==> config.mk <==
export PLATFORM = sky130hd
export DESIGN_NAME = hazard_unit_mc
export DESIGN_NICKNAME = d
export VERILOG_FILES = /design/src/rtl/hazard_unit_mc.sv
export SDC_FILE = /design/constraint.sdc
export NUM_CORES = 1
export LEC_CHECK = 0
export CORE_UTILIZATION = 25
export DETAILED_ROUTE_END_ITERATION = 10
export DONT_BUFFER_PORTS = 1
export PLACE_DENSITY_LB_ADDON = 0.12
export SYNTH_ARGS = -nofsm -noshare
export SYNTH_HDL_FRONTEND = slang
export SYNTH_SLANG_ARGS = --single-unit
==> constraint.sdc <==
create_clock -name clk -period 5.4 [get_ports clk]
set_input_delay 1.08 -clock clk [delete_from_list [all_inputs] [get_ports clk]]
set_output_delay 1.08 -clock clk [all_outputs]
set_load 0.01 [all_outputs]
==> src/rtl/hazard_unit_mc.sv <==
// Hazard detection for the instruction in ID: freezes PC and IF/ID and bubbles ID/EX for N cycles.
// Response is combinational (0 cycles); a down-counter holds the remaining bubbles after detection.
module hazard_unit_mc #(
   parameter int REG_ADDR_W             = 5,
   parameter int CNT_W                  = 2,
   parameter int LOAD_USE_STALLS        = 1,
   parameter int ALU_BRANCH_STALLS      = 1,
   parameter int LOAD_BRANCH_STALLS     = 2,
   parameter int MEM_LOAD_BRANCH_STALLS = 1,
   parameter int ZERO_REG_EXEMPT        = 1
) (
   input  logic                  clk,
   input  logic                  rst,
   input  logic [REG_ADDR_W-1:0] id_rs,
   input  logic [REG_ADDR_W-1:0] id_rt,
   input  logic                  id_uses_rs,
   input  logic                  id_uses_rt,
   input  logic                  id_branch,
   input  logic                  id_branch_taken,
   input  logic                  ex_mem_read,
   input  logic                  ex_reg_write,
   input  logic [REG_ADDR_W-1:0] ex_dst,
   input  logic                  mem_mem_read,
   input  logic [REG_ADDR_W-1:0] mem_dst,
   output logic                  pc_write,
   output logic                  ifid_write,
   output logic                  idex_bubble,
   output logic                  ifid_flush,
   output logic                  stall_active,
   output logic [CNT_W-1:0]      stall_remaining
);

   typedef enum logic {IDLE = 1'b0, STALL = 1'b1} state_t;

   localparam logic [CNT_W-1:0] LU_N = CNT_W'(LOAD_USE_STALLS);
   localparam logic [CNT_W-1:0] AB_N = CNT_W'(ALU_BRANCH_STALLS);
   localparam logic [CNT_W-1:0] LB_N = CNT_W'(LOAD_BRANCH_STALLS);
   localparam logic [CNT_W-1:0] MB_N = CNT_W'(MEM_LOAD_BRANCH_STALLS);
   localparam logic [CNT_W-1:0] ONE  = CNT_W'(1);

   state_t           state;
   logic [CNT_W-1:0] r_q, r_d, n;
   logic             det;
   logic             ex_src_hit, mem_src_hit;
   logic             lb_hit, lu_hit, ab_hit, mb_hit;

   function automatic logic match_f(input logic [REG_ADDR_W-1:0] a,
                                    input logic [REG_ADDR_W-1:0] x);
      return (a == x) && !((ZERO_REG_EXEMPT != 0) && (x == '0));
   endfunction

   // Uses flags gate the compares so stale fields in unused slots never stall.
   assign ex_src_hit  = (id_uses_rs && match_f(id_rs, ex_dst)) ||
                        (id_uses_rt && match_f(id_rt, ex_dst));
   assign mem_src_hit = (id_uses_rs && match_f(id_rs, mem_dst)) ||
                        (id_uses_rt && match_f(id_rt, mem_dst));

   assign lb_hit = id_branch && ex_mem_read && ex_src_hit;
   assign lu_hit = ex_mem_read && ex_src_hit;
   assign ab_hit = id_branch && ex_reg_write && !ex_mem_read && ex_src_hit;
   assign mb_hit = id_branch && mem_mem_read && mem_src_hit;

   // A hit whose bubble count is zero falls through to the next check.
   always_comb begin
      det = 1'b0;
      n   = '0;
      if (!rst) begin
         if (lb_hit && (LB_N != '0)) begin
            det = 1'b1;
            n   = LB_N;
         end else if (lu_hit && (LU_N != '0)) begin
            det = 1'b1;
            n   = LU_N;
         end else if (ab_hit && (AB_N != '0)) begin
            det = 1'b1;
            n   = AB_N;
         end else if (mb_hit && (MB_N != '0)) begin
            det = 1'b1;
            n   = MB_N;
         end
      end
   end

   always_ff @(posedge clk or posedge rst) begin
      if (rst) r_q <= '0;
      else     r_q <= r_d;
   end

   always_comb begin
      state        = (r_q != '0) ? STALL : IDLE;
      r_d          = '0;
      stall_active = 1'b0;
      case (state)
         STALL: begin
            r_d          = r_q - ONE;
            stall_active = 1'b1;
         end
         IDLE: begin
            if (det) begin
               r_d          = n - ONE;
               stall_active = 1'b1;
            end
         end
         default: ;
      endcase
      pc_write        = !stall_active;
      ifid_write      = !stall_active;
      idex_bubble     = stall_active;
      ifid_flush      = id_branch && id_branch_taken && !stall_active;
      stall_remaining = r_d;
   end

endmodule

=== After elaboration in Yosys (flattened, before gate mapping) ===
Index checks and enable logic that the tools add are counted.

* Bitwise logic cells: 1
* Eq/ne operators: 4
* Add/subtract/negate cells: 2
* Reduce and logical (&&, ||, !) cells: 27
* Muxes and demuxes: 15

{| class="wikitable"
|+ Operator list
! kind !! count
|-
| $eq 5x5->1 || 4
|-
| $logic_and 1x1->1 || 18
|-
| $logic_not 5->1 || 2
|-
| $mux 1 || 10
|-
| $mux 2 || 3
|-
| $logic_not 1->1 || 4
|-
| $pmux 2 s2 || 1
|-
| $sub 2x1->2 const B || 2
|-
| $logic_or 1x1->1 || 2
|-
| $pmux 1 s2 || 1
|-
| $reduce_bool 2->1 || 1
|-
| $not 1->1 || 1
|}

* Bits of input ports: 29
* Output and inout bits: 7
* Flip-flop bits (word level): 2
* Logic and storage cells: 50

=== Logic depth before layout (Yosys ltp) ===
* Depth in word-level cells: 15
* Gate-level depth with buffers: 7
* Mapped depth without buffers: 6

=== Worst setup path after synthesis ===
Ideal clock, no wire load.

* Kind: input to output
* Start: in mem_dst[1]
* End: out pc_write
* Path slack: 2.006 ns
* Data arrival time: 2.314 ns
* Cell stages on the path: 6
* Required time: 4.320 ns
* Path buffers: 1
* Cells stage by stage: or4_1 -> o2111ai_1 -> o21ai_1 -> a31o_4 -> inv_1 -> buf_4

* Word-level cells in the longest chain between the ends: 14
* Elaborated cells on any way between the ends: 18
* Classes of those cells: eq/ne (2); mux (7); reduce/logical (9)

{| class="wikitable"
|+ Ends and longest elaborated chain
! element !! line !! text
|-
| start: declaration || 24 || <nowiki>input logic [REG_ADDR_W-1:0] mem_dst,</nowiki>
|-
| $logic_not 5->1 || 49 || <nowiki>return (a == x) && !((ZERO_REG_EXEMPT != 0) && (x == '0));</nowiki>
|-
| $logic_not 1->1 || 49 ||
|-
| $logic_and 1x1->1 || 49 ||
|-
| $logic_and 1x1->1, on equally long branches || 55, 56 ||
|-
| $logic_or 1x1->1 * || 55 || <nowiki>assign mem_src_hit = (id_uses_rs && match_f(id_rs, mem_dst)) ||</nowiki>
|-
| $logic_and 1x1->1 * || 61 || <nowiki>assign mb_hit = id_branch && mem_mem_read && mem_src_hit;</nowiki>
|-
| $mux 1 * || 77 || <nowiki>end else if (mb_hit && (MB_N != '0)) begin</nowiki>
|-
| $mux 1 * || 74 || <nowiki>end else if (ab_hit && (AB_N != '0)) begin</nowiki>
|-
| $mux 1 * || 71 || <nowiki>end else if (lu_hit && (LU_N != '0)) begin</nowiki>
|-
| $mux 1 * || 68 || <nowiki>if (lb_hit && (LB_N != '0)) begin</nowiki>
|-
| $mux 1 * || 67 || <nowiki>if (!rst) begin</nowiki>
|-
| $mux 1 * || 99 || <nowiki>if (det) begin</nowiki>
|-
| $pmux 1 s2 * || 93 || <nowiki>case (state)</nowiki>
|-
| via idex_bubble || 27 || <nowiki>output logic idex_bubble,</nowiki>
|-
| $logic_not 1->1 * || - ||
|-
| end: declaration || 25 || <nowiki>output logic pc_write,</nowiki>
|}

The timed path passes the listed nets; every way through them passes the cells marked *.

=== Final worst setup path ===
Ends and elaborated chain as after synthesis.

==> metrics.md <==
| Metric | Value |
|---|---|
| Largest delay share family, worst path | compound AO/OA/AOI/OAI gates |
| Register name with the most flops | r_q |
| Largest net degree at the start of global routing | 5 |
| Hold WC Path Type | reg -> reg |
| Fin crit share | 0.623 |
| Largest register FFs | 2 |
| Crit. End Element | output port |
| Critical Path Fanout Max | 4 |
| Die Span X | 42.0 µm |
| Setup crit start kind | input port |
| CP max-delay cell | or4_1 |
| Placer Congestion | 0.738 |
| Post-route minimum period | 3360 ps |
| Initial core utilization | 0.266 |
| Root buffer cell | clkbuf_4 |
| First-pass GRT wire length | 1540 µm |
| Max Cap Viol | 0 |
| Mapped Cells | 52 |
| Avg Cell Area, Syn | 7.70 µm² |
| Total track usage | 0.115 |
| # rows | 14 |
| Inserted Diodes | 0 |
| P&R area growth vs syn | 6.87% |
| Yosys warnings | 0 |
| Buf/Inv on CP | 1 |
| Synth unique cells | 21 |
| IO Port Bufs | 0 |
| Initial antenna violation count | 0 |
| Global route overflow | 0 |
| FMAX | 297 MHz |
| Pwr Density | 157 nW/µm² |
| Via density | 4.93 |
| I/O Pins | 36 |
| Routed len/inst | 13.9 µm |
| Synth Cell Area | 400 µm² |
| #FFs+latches synth | 2 |
| Setup TNS | 0 ps |
| CP arrival | 2280 ps |
| Pre-antenna DRT Iters | 4 |
| Worst path max stage delay | 520 ps |
| Setup bufs post-CTS | 0 |
| Normalized max-slew margin | 0.803 |
| Largest registers | r_q: 2 flops |
| Worst hold margin | 507 ps |
| CTS tree | built |
| Placeable Area | 1510 µm² |
| Multi-input logic area | 328 µm² |
| Longest Clk Path Bufs | 2 |
| Filler cells | 183 |
| Setup violations, final | 0 |
| H-tree depth | 1 |
| CTS clk-pin slew, worst paths | 30 ps |
| CP Cell Sequence | or4_1 > o2111ai_1 > o21ai_1 > a31o_4 > inv_1 |
| Final wirelength | 961 µm |
| Vias in the first global route | 390 |
| Max-slew violations | 0 |
| Die area | 1770 µm² |
| Clk Latency, worst-skew pair | 220 ps |
| Vias | 340 |
| Net count, final | 84 |
| RSZ-0062 raised after global routing | false |
| Critical path class | in -> out |
| Drt initial violations | 3 |
| FF+latch area | 50.0 µm² |
| Tot Pwr | 0.0000670 W |
| Status | complete, no violations |
| Post-CTS Resized | 0 |
| Setup slack, reg-to-reg | 4640 ps |
| DR DRC count | 0 |
| P_leak | 0.164 nW |
| Total clock sinks | 2 |
| Hold_buf cts | 0 |
| TritonCTS Buffers | 3 |
| Clock Skews | 0.822 ps |
| Die H | 42.0 µm |
| Worst-case vdd ir drop | 95.2 µV |
| Post-synth net total | 81 |
| Dpl hpwl | 859 µm |
| Layout cells sized above 1 | 0.0943 |
| Sequential-to-total area share from yosys stat | 0.125 |
| Required time of the worst setup path | 4320 ps |
| Worst slew pin tran | 292 ps |
| Final hold viol count | 0 |
| Remaining antenna violation count | 0 |
-- cells in the mapped netlist --
| cell | instances | share of area |
|---|---|---|
| or4_1 | 1 | 0.019 |
| nor2_2 | 1 | 0.016 |
| dfrtp_1 | 2 | 0.13 |
| o21ai_1 | 1 | 0.012 |
| xor2_1 | 12 | 0.26 |
| and2_1 | 2 | 0.031 |
| nor2_1 | 6 | 0.056 |
| a21oi_1 | 1 | 0.012 |
| nand2_1 | 3 | 0.028 |
| a31oi_1 | 1 | 0.016 |
| inv_1 | 2 | 0.019 |
| a31o_4 | 1 | 0.044 |
| o2111ai_1 | 1 | 0.022 |
| nor4_1 | 2 | 0.031 |
| nor3_1 | 1 | 0.012 |
| and3_1 | 1 | 0.016 |
| xnor2_1 | 8 | 0.18 |
| buf_4 | 2 | 0.037 |
| o21ai_0 | 1 | 0.012 |
| a32oi_1 | 1 | 0.022 |
| nand4_1 | 2 | 0.031 |
-- worst paths after layout --
check	depth (start not counted)	start	to
worst max-delay path	5	mem_dst[1]	pc_write
worst min-delay path	1	r_q[0]	r_q[0]
worst max register to register	2	r_q[1]	r_q[0]
worst min register to register	1	r_q[0]	r_q[0]
max in group asynchronous	1	rst	r_q[0]
min in group asynchronous	1	rst	r_q[1]
-- routing by layer --
metal	track usage	share of wire	vias to the layer above
li1	-	-	179
met1	0.157	0.45	143
met2	0.172	0.45	18
met3	0.0259	0.093	0
met4	0.0563	0	0
met5	0	0	-
-- kinds of logic (layout without fill, tap and decap cells) --
group,count (synthesis),in the layout,synth area share
buffers and inverters,4,5,0.0562
XOR/XNOR,20,20,0.438
AO/OA/AOI/OAI,7,7,0.141
AND/OR/NAND/NOR,19,19,0.241
flip-flops,2,2,0.125
-- where the power goes --
part	switching [W]	internal, W
sequential	0.0000000271	0.0000151
combinational	0.00000840	0.0000108
clock	0.00000807	0.0000245
total	0.0000165	0.0000505
-- area by class of cell --
type,count,area share
multi-input cells,46,0.766
flip-flops and latches,2,0.117
well taps,16,0.0468
clock buffers,3,0.0526
inverters,2,0.0175
-- cell usage in the layout, fill, tap and decap left out, types with 2 or more instances in the layout --
cell,Yosys,final
nor2_1,6,6
xnor2_1,8,8
dfrtp_1,2,2
nor4_1,2,2
clkbuf_4,0,3
xor2_1,12,12
inv_1,2,2
nand4_1,2,2
nand2_1,3,3
and2_1,2,2
-- metrics by stage --
stage / instances / worst slack [ps] / cell area [µm²] / util
detailed placement: 66 / 2020 / 405 / 0.269
floorplan: 52 / 2010 / 400 / -
global placement: 66 / 2010 / 405 / 0.269
finish: 69 / 2040 / 428 / 0.284
global route: 69 / 1930 / 428 / 0.284
CTS: 69 / 2020 / 428 / 0.284
-- worst reg2reg max path, stage by stage, from the launching register on --
cell and delay [ps]:
dfrtp_1 370, a31oi_1 150, nor2_1 110
Power figures use the tool's default switching activity.
